--- src/rtl/fft_pkg.sv ---
// Shared types and helpers for the FFT stage sequencer.
// Holds the FSM encoding and the butterfly address rule.
package fft_pkg;

  typedef enum logic [1:0] {
    ST_IDLE,
    ST_RUN,
    ST_FLUSH,
    ST_DONE
  } fsm_e;

  localparam int unsigned AW_MAX = 16;

  // Insert a zero bit at position s of b: upper-leg address.
  function automatic logic [AW_MAX-1:0] bit_insert(
    input logic [AW_MAX-1:0] b,
    input int unsigned       s
  );
    logic [AW_MAX-1:0] lo_mask;
    lo_mask = (AW_MAX'(1) << s) - AW_MAX'(1);
    return ((b >> s) << (s + 1)) | (b & lo_mask);
  endfunction

endpackage

--- src/rtl/fft_bit_insert.sv ---
// Butterfly leg addresses from butterfly index b and stage s.
// Purely combinational; the caller registers the result.
module fft_bit_insert
  import fft_pkg::*;
#(
  parameter int MSB = 8,
  parameter int SW  = $clog2(MSB)
) (
  input  logic [MSB-2:0] b_i,
  input  logic [SW-1:0]  s_i,
  output logic [MSB-1:0] addr_a_o,
  output logic [MSB-1:0] addr_b_o
);

  always_comb begin
    addr_a_o = MSB'(bit_insert(AW_MAX'(b_i), 32'(s_i)));
    addr_b_o = addr_a_o | (MSB'(1) << s_i);
  end

endmodule

--- src/rtl/fft_stage_sequencer.sv ---
// Radix-2 FFT stage/butterfly sequencer with flush gaps.
// Emits one registered descriptor per butterfly via valid/ready.
module fft_stage_sequencer
  import fft_pkg::*;
#(
  parameter int MSB        = 8,
  parameter int PIPE_DEPTH = 3
) (
  input  logic                    clk,
  input  logic                    rst_n,
  input  logic                    start,
  output logic                    busy,
  output logic                    done,
  output logic                    op_valid,
  input  logic                    op_ready,
  output logic [MSB-1:0]          addr_a,
  output logic [MSB-1:0]          addr_b,
  output logic [MSB-2:0]          tw_idx,
  output logic [$clog2(MSB)-1:0]  stage
);

  localparam int SW = $clog2(MSB);
  localparam int BW = MSB - 1;
  localparam int FW = (PIPE_DEPTH > 1) ? $clog2(PIPE_DEPTH) : 1;
  localparam logic [SW-1:0] S_LAST = SW'(MSB - 1);
  localparam logic [FW-1:0] F_LAST =
    FW'((PIPE_DEPTH > 0) ? PIPE_DEPTH - 1 : 0);

  fsm_e state_q, state_d;

  logic [SW-1:0]  s_q, s_d;
  logic [BW-1:0]  b_q, b_d;
  logic [FW-1:0]  f_q, f_d;
  logic [MSB-1:0] aa_q, ab_q;
  logic [MSB-1:0] aa_d, ab_d;
  logic [BW-1:0]  tw_q, tw_d;
  logic [BW-1:0]  tw_mask;

  // Descriptor is computed from the next (s, b) so the
  // registered copy lines up with the current (s, b).
  fft_bit_insert #(
    .MSB (MSB),
    .SW  (SW)
  ) u_ins (
    .b_i      (b_d),
    .s_i      (s_d),
    .addr_a_o (aa_d),
    .addr_b_o (ab_d)
  );

  always_comb begin
    tw_mask = (BW'(1) << s_d) - BW'(1);
    tw_d    = (b_d & tw_mask) << (MSB - 1 - int'(s_d));
  end

  always_comb begin
    state_d = state_q;
    s_d     = s_q;
    b_d     = b_q;
    f_d     = f_q;
    unique case (state_q)
      ST_IDLE: begin
        if (start) begin
          state_d = ST_RUN;
          s_d     = '0;
          b_d     = '0;
        end
      end
      ST_RUN: begin
        if (op_ready) begin
          b_d = b_q + 1'b1;
          if (b_q == '1) begin
            b_d = '0;
            f_d = '0;
            if (PIPE_DEPTH > 0) begin
              state_d = ST_FLUSH;
            end else if (s_q == S_LAST) begin
              state_d = ST_DONE;
            end else begin
              s_d = s_q + 1'b1;
            end
          end
        end
      end
      ST_FLUSH: begin
        if (f_q == F_LAST) begin
          f_d = '0;
          if (s_q == S_LAST) begin
            state_d = ST_DONE;
          end else begin
            s_d     = s_q + 1'b1;
            state_d = ST_RUN;
          end
        end else begin
          f_d = f_q + 1'b1;
        end
      end
      ST_DONE: begin
        state_d = ST_IDLE;
        s_d     = '0;
      end
      default: state_d = ST_IDLE;
    endcase
  end

  always_ff @(posedge clk) begin
    if (!rst_n) begin
      state_q <= ST_IDLE;
      s_q     <= '0;
      b_q     <= '0;
      f_q     <= '0;
      aa_q    <= '0;
      ab_q    <= '0;
      tw_q    <= '0;
    end else begin
      state_q <= state_d;
      s_q     <= s_d;
      b_q     <= b_d;
      f_q     <= f_d;
      if (state_d == ST_RUN) begin
        aa_q <= aa_d;
        ab_q <= ab_d;
        tw_q <= tw_d;
      end else begin
        aa_q <= '0;
        ab_q <= '0;
        tw_q <= '0;
      end
    end
  end

  assign busy     = (state_q != ST_IDLE);
  assign done     = (state_q == ST_DONE);
  assign op_valid = (state_q == ST_RUN);
  assign addr_a   = aa_q;
  assign addr_b   = ab_q;
  assign tw_idx   = tw_q;
  assign stage    = s_q;

endmodule

--- config.mk ---
export PLATFORM = sky130hd
export DESIGN_NAME = fft_stage_sequencer
export DESIGN_NICKNAME = d
export VERILOG_FILES = /design/src/rtl/fft_pkg.sv /design/src/rtl/fft_bit_insert.sv /design/src/rtl/fft_stage_sequencer.sv
export SDC_FILE = /design/constraint.sdc
export NUM_CORES = 1
export LEC_CHECK = 0
export BUFFER_PORTS_ARGS = -buffer_cell sky130_fd_sc_hd__buf_2
export CAP_MARGIN = 20
export CORE_ASPECT_RATIO = 0.75
export CORE_UTILIZATION = 45
export DETAILED_ROUTE_END_ITERATION = 10
export GPL_ROUTABILITY_DRIVEN = 0
export PLACE_DENSITY = 0.67
export SYNTH_ARGS = -nofsm -noshare
export SYNTH_HDL_FRONTEND = slang
export SYNTH_SLANG_ARGS = --single-unit
--- constraint.sdc ---
create_clock -name clk -period 3.4 [get_ports clk]
set_input_delay 0.34 -clock clk [delete_from_list [all_inputs] [get_ports clk]]
set_output_delay 0.34 -clock clk [all_outputs]
set_load 0.02 [all_outputs]
==> load_flow_metrics.sql, run 1 <==
INSERT INTO impl_metrics (metric_group, metric, value, unit) VALUES
('global_routing', 'grt_antenna_before_repair', '0', ''),
('logic_synthesis', 'ys_ff_latch', '37', ''),
('power', 'total_net_switching_power', '464', 'µW'),
('power', 'power.ir.vdd_worst', '335', 'µV'),
('global_routing', 'first_global_vias', '2076', ''),
('drt', 'drcViolationCount', '0', ''),
('critical_path', 'critical_path_arrival', '3.42', 'ns'),
('sta', 'fin_ws', '0.152', 'ns'),
('placement', 'pre_cts_slack', '0.212', 'ns'),
('drt', 'route.detailed.wl_per_inst', '15.3', 'µm'),
('logic_synthesis', 'synth.lib_cells_used.distinct', '69', ''),
('sta', 'grt_setup_unrepaired', 'false', ''),
('critical_path', 'critical_path.max_fanout', '10', ''),
('min_path', 'hold_path_class', 'input pin to register', ''),
('clock_network', 'ctsHtreeMaxLevel', '2', ''),
('placement', 'dp_hpwl', '4350', 'µm'),
('clock_network', 'number_of_buffers_inserted_for_hold_repair_after_clock_tree_synthesis', '0', ''),
('clock_network', 'cts.path.max_buffers', '2', ''),
('critical_path', 'regToRegStartpoint', 'state_q[0]$_SDFF_PN0_', ''),
('die', 'floorplan.io_pins', '33', ''),
('sta', 'report.final.hold_viol_count', '0', ''),
('clock_network', 'insertion_delay', '0.30', 'ns'),
('sta', 'fin_skew', '0.0101', 'ns'),
('sta', 'timing.final.crit_share', '95.5', '%'),
('sta', 'report.final.setup_viol', '0', ''),
('power', 'powerDensity', '445', 'nW/µm²'),
('clock_network', 'cts_inserted_buffers', '5', ''),
('logic_synthesis', 'ys.flop_type', 'sky130_fd_sc_hd__dfxtp_1', ''),
('power', 'static-leakage-power', '0.00119', 'µW'),
('power', 'pwr-share-comb', '35.3', '%'),
('power', 'p_clk_share', '25.4', '%'),
('critical_path', 'critical_path.startpoint_type', 'register', ''),
('power', 'switching_share', '37.6', '%'),
('clock_network', 'path_clk_slew', '0.08', 'ns'),
('logic_synthesis', 'synthCells', '294', ''),
('logic_synthesis', 'yosysSeqAreaShare', '31.0', '%'),
('logic_synthesis', 'synth_area_per_cell', '8.12', 'µm²'),
('global_routing', 'met2_usage', '34.4', '%'),
('global_routing', 'grt_overflow', '0', ''),
('sta', 'slew_viol_final', '0', ''),
('sta', 'max_slew_margin', '67.5', '%'),
('final_layout', 'drive_above_1_share', '23.4', '%'),
('clock_network', 'cts.sinks', '37', ''),
('critical_path', 'critical_path_class', 'register to register', ''),
('global_routing', 'grt.met1_usage', '33.5', '%'),
('drt', 'wirelength', '6120', 'µm'),
('die', 'floorplan.die.height', '65.1', 'µm'),
('die', 'start_util', '47.9', '%'),
('drt', 'first_pass_iters', '5', ''),
('clock_network', 'post_cts_buffers', '0', ''),
('sta', 'final.setup.tns', '0', 'ns'),
('logic_synthesis', 'mappedNetlistArea', '2390', 'µm²'),
('sta', 'fmaxAchievable', '308', 'MHz'),
('logic_synthesis', 'yosysWarningCount', '0', ''),
('critical_path', 'critPathLaunch', 'state_q[0]$_SDFF_PN0_', ''),
('critical_path', 'worst-endpoint-required', '3.57', 'ns'),
('drt', 'route.detailed.vias_per_inst', '5.90', ''),
('power', 'seq_power_share', '39.3', '%'),
('clock_network', 'root_buffer', 'sky130_fd_sc_hd__clkbuf_8', ''),
('die', 'num_rows', '22', ''),
('global_routing', 'global_route_hottest_layer', 'met2', ''),
('min_path', 'hp-start', 'rst_n', ''),
('die', 'floorplan.die.width', '86.1', 'µm'),
('clock_network', 'cts_tree', 'built', ''),
('final_layout', 'n_antenna_cell', '0', ''),
('clock_network', 'post_cts_resize_count', '0', ''),
('die', 'core_area', '4980', 'µm²'),
('logic_synthesis', 'synth_edf_count', '0', ''),
('run_status', 'status', 'completed', ''),
('drt', 'drt_first_iter_violations', '286', ''),
('power', 'p_int', '770', 'µW');
==> worst paths after layout <==
check | slack, ns | depth (start not counted) | endpoint
max | 0.15 | 13 | addr_b[4]$_SDFF_PN0_
min | 0.42 | 2 | state_q[1]$_SDFF_PN0_
max reg2reg | 0.15 | 13 | addr_b[4]$_SDFF_PN0_
min reg2reg | 0.62 | 2 | f_q[0]$_SDFFE_PN0P_
==> cell usage in the layout (no fill, tap or decap), types with 3 or more instances in the layout <==
cell type | Yosys | routed
sky130_fd_sc_hd__clkbuf_8 | 0 | 6
sky130_fd_sc_hd__nand3_1 | 8 | 8
sky130_fd_sc_hd__buf_4 | 0 | 14
sky130_fd_sc_hd__nor3_1 | 8 | 8
sky130_fd_sc_hd__nor2b_1 | 4 | 4
sky130_fd_sc_hd__a211oi_1 | 3 | 3
sky130_fd_sc_hd__inv_1 | 10 | 10
sky130_fd_sc_hd__nand4_1 | 3 | 3
sky130_fd_sc_hd__xnor2_1 | 3 | 3
sky130_fd_sc_hd__o22ai_1 | 3 | 3
sky130_fd_sc_hd__nand2_1 | 28 | 28
sky130_fd_sc_hd__o211ai_1 | 5 | 5
sky130_fd_sc_hd__mux2i_1 | 6 | 6
sky130_fd_sc_hd__dfxtp_1 | 37 | 37
sky130_fd_sc_hd__a21oi_1 | 16 | 16
sky130_fd_sc_hd__a21o_1 | 4 | 4
sky130_fd_sc_hd__a22oi_1 | 3 | 3
sky130_fd_sc_hd__a211oi_2 | 3 | 3
sky130_fd_sc_hd__buf_2 | 9 | 32
sky130_fd_sc_hd__o21ai_0 | 14 | 13
sky130_fd_sc_hd__and2_1 | 11 | 11
sky130_fd_sc_hd__and3_1 | 5 | 5
sky130_fd_sc_hd__inv_2 | 4 | 4
sky130_fd_sc_hd__a31oi_1 | 7 | 7
sky130_fd_sc_hd__o21ai_1 | 5 | 6
sky130_fd_sc_hd__nor2_1 | 21 | 21
sky130_fd_sc_hd__ha_1 | 12 | 12
==> kinds of logic after synthesis <==
kind of cell | after synthesis | share of synthesized area (%)
AO/OA/AOI/OAI | 90 | 27.2
XOR/XNOR | 3 | 1.10
adder cells (fa/ha/maj) | 12 | 6.29
buffers and inverters | 33 | 5.98
flip-flops | 37 | 31.0
multiplexers | 6 | 2.52
AND/OR/NAND/NOR | 113 | 25.9
==> cell type report <==
cell class              count  area [µm²]
clock buffers               7        86.3
fillers                   462        2210
inverters                  14        52.6
multi-input cells         224        1520
flip-flops and latches     37         741
well taps                  72        90.1
repair buffers             47         277
==> per-layer routing <==
layer,routed length [µm],vias up
met3,389,11
met4,86,0
met5,0,-
met2,2670,95
li1,-,1150
met1,2970,1111
==> cell usage after synthesis, drive strengths merged (5+ instances only) <==
cell type	instances	area share [%]
o211ai	5	1.6
buf	11	2.5
a211oi	6	2.5
and2	11	2.9
and3	5	1.3
ha	12	6.3
nor2b	5	1.4
inv	14	2.2
dfxtp	37	31
a21oi	16	3.4
mux2i	6	2.5
o21ai	19	4.0
nor2	22	3.6
nand2	28	4.4
nor3	9	2.4
clkbuf	8	1.3
nand3	10	2.8
a31oi	7	1.8
==> critical path, cell delays in order (launching register included) <==
cell	delay, ns
sky130_fd_sc_hd__dfxtp_1	0.38
sky130_fd_sc_hd__inv_1	0.10
sky130_fd_sc_hd__ha_1	0.33
sky130_fd_sc_hd__or2_1	0.28
sky130_fd_sc_hd__and3_1	0.25
sky130_fd_sc_hd__nor3_4	0.21
sky130_fd_sc_hd__inv_2	0.08
sky130_fd_sc_hd__buf_4	0.18
sky130_fd_sc_hd__ha_1	0.22
sky130_fd_sc_hd__ha_1	0.30
sky130_fd_sc_hd__buf_4	0.17
sky130_fd_sc_hd__a41o_1	0.22
sky130_fd_sc_hd__a311oi_2	0.29
sky130_fd_sc_hd__a21oi_1	0.10
==> state kept, by name (all words and copies together), names as in the netlist <==
signal	cells
b_q	7
addr_a	8
stage	3
addr_b	8
state_q	2
tw_idx	7
f_q	2
==> metrics by stage <==
stage	cells	total power, µW	instance area, µm²	utilization (%)
floorplan	294	799	2390	-
global placement	394	919	2660	53.4
detailed placement	394	919	2660	53.4
CTS	401	1230	2750	55.1
global route	401	1310	2770	55.6
finish	401	1230	2770	55.6
==> power groups by stage <==
stage          clock (µW)  combinational [µW]  sequential [µW]
2_1_floorplan           0                 296              503
3_3_place_gp            0                 426              493
3_5_place_dp            0                 424              494
4_1_cts               318                 425              485
5_1_grt               341                 477              488
6_report              313                 436              485
Power figures use the tool's default switching activity.
==> inputs of run 2 (changes only) <==
Settings changed: CELL_PAD_IN_SITES_DETAIL_PLACEMENT set to 1, CELL_PAD_IN_SITES_GLOBAL_PLACEMENT set to 1, CORE_UTILIZATION 45 to 38, CTS_CLUSTER_SIZE set to 24, PLACE_DENSITY 0.67 to not set, PLACE_DENSITY_LB_ADDON set to 0.1.
==> load_flow_metrics.sql, run 2 (synthesis results as in run 1) <==
INSERT INTO impl_metrics (metric_group, metric, value, unit) VALUES
('run_status', 'status', 'completed', ''),
('placement', 'numPortBuffers', '32', ''),
('drt', 'drcViolationCount', '0', ''),
('critical_path', 'critical_path_arrival', '3.33', 'ns'),
('clock_network', 'ctsHtreeMaxLevel', '2', ''),
('die', 'floorplan.io_pins', '33', ''),
('power', 'static-leakage-power', '0.00119', 'µW'),
('sta', 'grt_setup_unrepaired', 'false', ''),
('critical_path', 'critical_path.startpoint_type', 'register', ''),
('sta', 'worst_slew_pin_slew', '0.700', 'ns'),
('min_path', 'hp-start', 'rst_n', ''),
('clock_network', 'post_cts_resize_count', '0', ''),
('global_routing', 'grt_overflow', '0', ''),
('critical_path', 'critical_path.max_fanout', '10', ''),
('sta', 'timing.final.crit_share', '92.5', '%'),
('final_layout', 'final_common_cell', 'sky130_fd_sc_hd__dfxtp_1', ''),
('drt', 'dr_total_vias', '2323', ''),
('clock_network', 'insertion_delay', '0.30', 'ns'),
('power', 'powerDensity', '448', 'nW/µm²'),
('global_routing', 'grt_antenna_before_repair', '0', ''),
('final_layout', 'layout.filler_cells', '754', ''),
('die', 'dieArea', '6600', 'µm²'),
('final_layout', 'stdcell_count', '408', ''),
('final_layout', 'multiInputGateArea', '1510', 'µm²'),
('drt', 'route.detailed.vias_per_inst', '5.69', ''),
('global_routing', 'first_global_vias', '2197', ''),
('die', 'core_area', '5950', 'µm²'),
('clock_network', 'cts_tree', 'built', ''),
('clock_network', 'path_clk_slew', '0.09', 'ns'),
('final_layout', 'n_antenna_cell', '0', ''),
('sta', 'report.final.setup_viol', '0', ''),
('sta', 'finalCriticalPeriod', '3.15', 'ns'),
('final_layout', 'seq_area', '741', 'µm²'),
('power', 'power.ir.vdd_worst', '323', 'µV'),
('drt', 'wirelength', '7180', 'µm'),
('placement', 'dpl-instance-area', '2670', 'µm²'),
('die', 'num_rows', '24', ''),
('placement', 'placedCellCount', '400', ''),
('sta', 'fmaxAchievable', '318', 'MHz'),
('global_routing', 'grt_pass1_wl', '11700', 'µm'),
('critical_path', 'critical_path_class', 'register to register', ''),
('global_routing', 'track_usage', '22.9', '%'),
('sta', 'max_slew_margin', '52.0', '%'),
('final_layout', 'most-common-layout-cells', '37 x sky130_fd_sc_hd__dfxtp_1, 32 x sky130_fd_sc_hd__buf_2, 28 x sky130_fd_sc_hd__nand2_1', ''),
('drt', 'first_pass_iters', '4', ''),
('die', 'floorplan.die.width', '93.5', 'µm'),
('drt', 'drt_first_iter_violations', '107', ''),
('clock_network', 'cts_inserted_buffers', '5', ''),
('run', 'maximum_capacitance_violations', '0', ''),
('drt', 'route.antenna.remaining_nets', '0', ''),
('sta', 'report.final.hold_viol_count', '0', ''),
('clock_network', 'post_cts_buffers', '0', ''),
('sta', 'fin_skew', '0.0133', 'ns'),
('sta', 'slew_viol_final', '0', ''),
('final_layout', 'layout.nets', '345', ''),
('critical_path', 'regToRegStartpoint', 'state_q[0]$_SDFF_PN0_', ''),
('min_path', 'hold_path_class', 'input pin to register', ''),
('die', 'floorplan.die.height', '70.6', 'µm'),
('final_layout', 'syn_to_final_growth', '15.8', '%'),
('power', 'overall_power', '1240', 'µW'),
('drt', 'route.detailed.wl_per_inst', '17.6', 'µm'),
('placement', 'dp_hpwl', '5390', 'µm'),
('critical_path', 'crit_path_end_kind', 'register', ''),
('clock_network', 'cts.path.max_buffers', '2', ''),
('die', 'start_util', '40.1', '%'),
('final_layout', 'drive_above_1_share', '23.3', '%'),
('critical_path', 'worst-endpoint-required', '3.58', 'ns'),
('critical_path', 'critPathLaunch', 'state_q[0]$_SDFF_PN0_', ''),
('final_layout', 'layout.core_utilization', '46.5', '%'),
('clock_network', 'root_buffer', 'sky130_fd_sc_hd__clkbuf_8', ''),
('clock_network', 'number_of_buffers_inserted_for_hold_repair_after_clock_tree_synthesis', '0', ''),
('global_routing', 'grt_max_degree', '24', ''),
('clock_network', 'cts.sinks', '37', ''),
('final_layout', 'post-route-cell-area', '2760', 'µm²'),
('sta', 'final.setup.tns', '0', 'ns');
## run 2: changes by cell type in the layout (fill, tap and decap cells not counted)
cell / change
sky130_fd_sc_hd__a21boi_1: +1
sky130_fd_sc_hd__a21boi_2: -1
sky130_fd_sc_hd__buf_4: +1
sky130_fd_sc_hd__buf_6: -1
sky130_fd_sc_hd__clkbuf_1: -1
sky130_fd_sc_hd__clkbuf_8: -1
sky130_fd_sc_hd__clkinv_2: +2
sky130_fd_sc_hd__clkinvlp_4: +1
sky130_fd_sc_hd__nor4_1: +1
sky130_fd_sc_hd__nor4_2: -1
## run 2: critical path, stage by stage, from the launching register on
cell and delay (ns):
sky130_fd_sc_hd__dfxtp_1 0.40, sky130_fd_sc_hd__inv_1 0.10, sky130_fd_sc_hd__ha_1 0.29, sky130_fd_sc_hd__and3b_1 0.22, sky130_fd_sc_hd__and4_1 0.27, sky130_fd_sc_hd__nor3_4 0.16, sky130_fd_sc_hd__inv_2 0.13, sky130_fd_sc_hd__ha_1 0.27
sky130_fd_sc_hd__nor4_1 0.35, sky130_fd_sc_hd__o21ai_0 0.16, sky130_fd_sc_hd__a31oi_1 0.34, sky130_fd_sc_hd__a211oi_1 0.13, sky130_fd_sc_hd__a31oi_1 0.17, sky130_fd_sc_hd__nor2_1 0.06
## run 2: worst paths after layout
path,to,slack (ns),cells past startpoint
min,b_q[1]$_SDFF_PN0_,0.43,2
min reg2reg,f_q[1]$_SDFFE_PN0P_,0.63,2
max,tw_idx[6]$_SDFF_PN0_,0.25,13
max reg2reg,tw_idx[6]$_SDFF_PN0_,0.25,13
## run 2: area by class of cell
| type | count | area share, % |
|---|---|---|
| clock buffers | 5 | 2.49 |
| clock inverters | 3 | 0.634 |
| inverters | 14 | 1.90 |
| multi-input cells | 224 | 54.8 |
| flip-flops and latches | 37 | 26.8 |
| well taps | 78 | 3.53 |
| repair buffers | 47 | 9.87 |
## run 2: per-stage QoR
stage	hold WS, ns	setup WS (ns)
after floorplan	0.468	0.0170
after global placement	0.614	0.303
after detailed placement	0.620	0.197
after CTS	0.430	0.189
after global routing	0.447	0.0111
final	0.427	0.253
## run 2: report_power, final
group,internal [µW],switching (µW)
combinational,139,301
clock,142,172
sequential,460,25.3
## run 2: layer usage
metal  wire length, µm  up-vias  GRT usage, %  part of all wire (%)
met3               208        5          3.98                   2.9
li1                  -     1146             -                     -
met2              3150       38          33.7                    44
met5                 0        -             0                     0
met1              3790     1134          35.0                    53
met4                27        0          3.59                  0.38
==> inputs of run 3 (changes only) <==
Settings changed: CORE_MARGIN set to 4.
==> load_flow_metrics.sql, run 3 (synthesis results as in run 1) <==
INSERT INTO impl_metrics (metric_group, metric, value, unit) VALUES
('final_layout', 'most-common-layout-cells', '37 x sky130_fd_sc_hd__dfxtp_1, 32 x sky130_fd_sc_hd__buf_2, 28 x sky130_fd_sc_hd__nand2_1', ''),
('global_routing', 'grt_overflow', '0', ''),
('drt', 'drt_first_iter_violations', '93', ''),
('clock_network', 'cts_tree', 'built', ''),
('clock_network', 'ctsHtreeMaxLevel', '2', ''),
('die', 'floorplan.die.width', '99.5', 'µm'),
('drt', 'route.detailed.wl_per_inst', '18.2', 'µm'),
('critical_path', 'crit_path_end_kind', 'register', ''),
('placement', 'numPortBuffers', '32', ''),
('die', 'floorplan.die.height', '76.6', 'µm'),
('run_status', 'status', 'completed', ''),
('critical_path', 'crit_slowest_cell', 'sky130_fd_sc_hd__dfxtp_1', ''),
('final_layout', 'layout.nets', '344', ''),
('global_routing', 'track_usage', '20.1', '%'),
('clock_network', 'cts_inserted_buffers', '5', ''),
('global_routing', 'grt_max_degree', '24', ''),
('critical_path', 'reg2reg_to', 'addr_b[5]$_SDFF_PN0_', ''),
('critical_path', 'critical_path.startpoint_type', 'register', ''),
('final_layout', 'final_common_cell', 'sky130_fd_sc_hd__dfxtp_1', ''),
('die', 'floorplan.io_pins', '33', ''),
('power', 'power.ir.vdd_worst', '212', 'µV'),
('sta', 'max_slew_margin', '50.7', '%'),
('final_layout', 'syn_to_final_growth', '15.8', '%'),
('sta', 'slew_viol_final', '0', ''),
('sta', 'fmaxAchievable', '316', 'MHz'),
('critical_path', 'critical_path_class', 'register to register', ''),
('final_layout', 'multiInputGateArea', '1520', 'µm²'),
('drt', 'route.detailed.vias_per_inst', '5.69', ''),
('sta', 'final.setup.tns', '0', 'ns'),
('final_layout', 'layout.filler_cells', '737', ''),
('final_layout', 'drive_above_1_share', '22.9', '%'),
('critical_path', 'timing.reg2reg.worst_path_depth', '13', ''),
('clock_network', 'number_of_buffers_inserted_for_hold_repair_after_clock_tree_synthesis', '0', ''),
('global_routing', 'grt_pass1_wl', '12400', 'µm'),
('global_routing', 'first_global_vias', '2338', ''),
('critical_path', 'reg2reg_slack', '0.24', 'ns'),
('drt', 'dr_total_vias', '2309', ''),
('critical_path', 'timing.critical_path.cells', 'inv_1 -> ha_1 -> and3b_1 -> and4_1 -> nor3_4 -> buf_4 -> ha_1 -> inv_1 -> xnor2_1 -> o32a_1 -> a31o_1 -> o22ai_2 -> a21o_1', ''),
('critical_path', 'critical_path.max_fanout', '23', ''),
('clock_network', 'root_buffer', 'sky130_fd_sc_hd__clkbuf_8', ''),
('critical_path', 'regToRegStartpoint', 'state_q[0]$_SDFF_PN0_', ''),
('min_path', 'hold_path_class', 'input pin to register', ''),
('sta', 'report.final.setup_viol', '0', ''),
('min_path', 'hold_end', 'f_q[1]$_SDFFE_PN0P_', ''),
('critical_path', 'critical_path_arrival', '3.39', 'ns'),
('sta', 'fin_worst_hold_slack', '0.446', 'ns'),
('drt', 'route.antenna.remaining_nets', '0', ''),
('drt', 'first_pass_iters', '4', ''),
('placement', 'dp_hpwl', '5450', 'µm'),
('clock_network', 'cts.sinks', '37', ''),
('clock_network', 'cts.path.max_buffers', '2', ''),
('final_layout', 'n_antenna_cell', '0', ''),
('clock_network', 'path_clk_slew', '0.07', 'ns'),
('die', 'num_rows', '24', ''),
('drt', 'drcViolationCount', '0', ''),
('placement', 'placedCellCount', '399', ''),
('sta', 'grt_setup_unrepaired', 'false', ''),
('min_path', 'timing.hold.worst_path_depth', '2', ''),
('die', 'start_util', '40.1', '%'),
('final_layout', 'stdcell_count', '406', ''),
('power', 'static-leakage-power', '0.00119', 'µW'),
('clock_network', 'insertion_delay', '0.29', 'ns'),
('sta', 'fin_skew', '0.00840', 'ns'),
('final_layout', 'seq_area', '741', 'µm²'),
('power', 'powerDensity', '456', 'nW/µm²'),
('global_routing', 'grt_antenna_before_repair', '0', ''),
('min_path', 'hp-start', 'rst_n', ''),
('run', 'maximum_capacitance_violations', '0', ''),
('sta', 'report.final.hold_viol_count', '0', ''),
('critical_path', 'worst-endpoint-required', '3.63', 'ns'),
('die', 'dieArea', '7620', 'µm²'),
('die', 'core_area', '5950', 'µm²'),
('critical_path', 'max_stage_delay', '0.39', 'ns'),
('sta', 'finalCriticalPeriod', '3.16', 'ns'),
('sta', 'timing.final.crit_share', '93.0', '%'),
('drt', 'wirelength', '7380', 'µm'),
('sta', 'worst_slew_pin_slew', '0.719', 'ns');
## run 3: cell count changes in the layout (fill, tap and decap cells not counted), sizes merged
cell	delta
clkinv	-2
buf	-1
clkbuf	+2
clkinvlp	-1
## run 3: worst max path at each step
stage | from | endpoint | depth (start not counted)
2_1_floorplan | state_q[1]$_SDFF_PN0_ | addr_b[0]$_SDFF_PN0_ | 15
3_3_place_gp | state_q[0]$_SDFF_PN0_ | addr_b[0]$_SDFF_PN0_ | 11
3_5_place_dp | state_q[0]$_SDFF_PN0_ | addr_b[0]$_SDFF_PN0_ | 11
4_1_cts | state_q[0]$_SDFF_PN0_ | addr_b[0]$_SDFF_PN0_ | 11
5_1_grt | state_q[0]$_SDFF_PN0_ | tw_idx[6]$_SDFF_PN0_ | 13
6_report | state_q[0]$_SDFF_PN0_ | addr_b[5]$_SDFF_PN0_ | 13
## run 3: critical path, delay by kind of cell, from the launching register on
kind            cells  cell delay, ns
compound gates      4            0.80
simple gates        3            0.65
buf+inv             3            0.59
fa+ha+maj           2            0.57
flops               1            0.39
xor+xnor            1            0.10
## run 3: metal layers
metal	up-vias	share of wire (%)	track usage, %
li1	1139	-	-
met1	1120	52	30.5
met2	45	44	29.5
met3	5	4.2	3.66
met4	0	0.28	3.82
met5	-	0	0
## run 3: timing repair
action,4_1_cts,5_1_grt
setup buffers,0,0
gates resized for setup,0,3
endpoints found under the setup margin,0,4
## run 3: layout make-up
type	instances	area share, %
Clock buffer	7	3.12
Inverter	14	1.90
Multi-Input combinational cell	224	55.0
Sequential cell	37	26.8
Tap cell	78	3.53
Timing Repair Buffer	46	9.60
## run 3: power breakdown
group	total (µW)	switching, µW	internal, µW	leakage (µW)
logic	454	304	150	0.000844
clock network	321	160	161	0.0000443
registers	486	25.4	460	0.000299
## run 3: stage by stage
stage	worst slack [ns]	total power, µW	instance area (µm²)	utilization, %
floorplan	0.0170	799	2390	-
global placement	0.324	937	2660	44.7
detailed placement	0.208	949	2660	44.7
CTS	0.166	1270	2750	46.2
global route	0.0427	1340	2760	46.5
finish	0.238	1260	2760	46.5
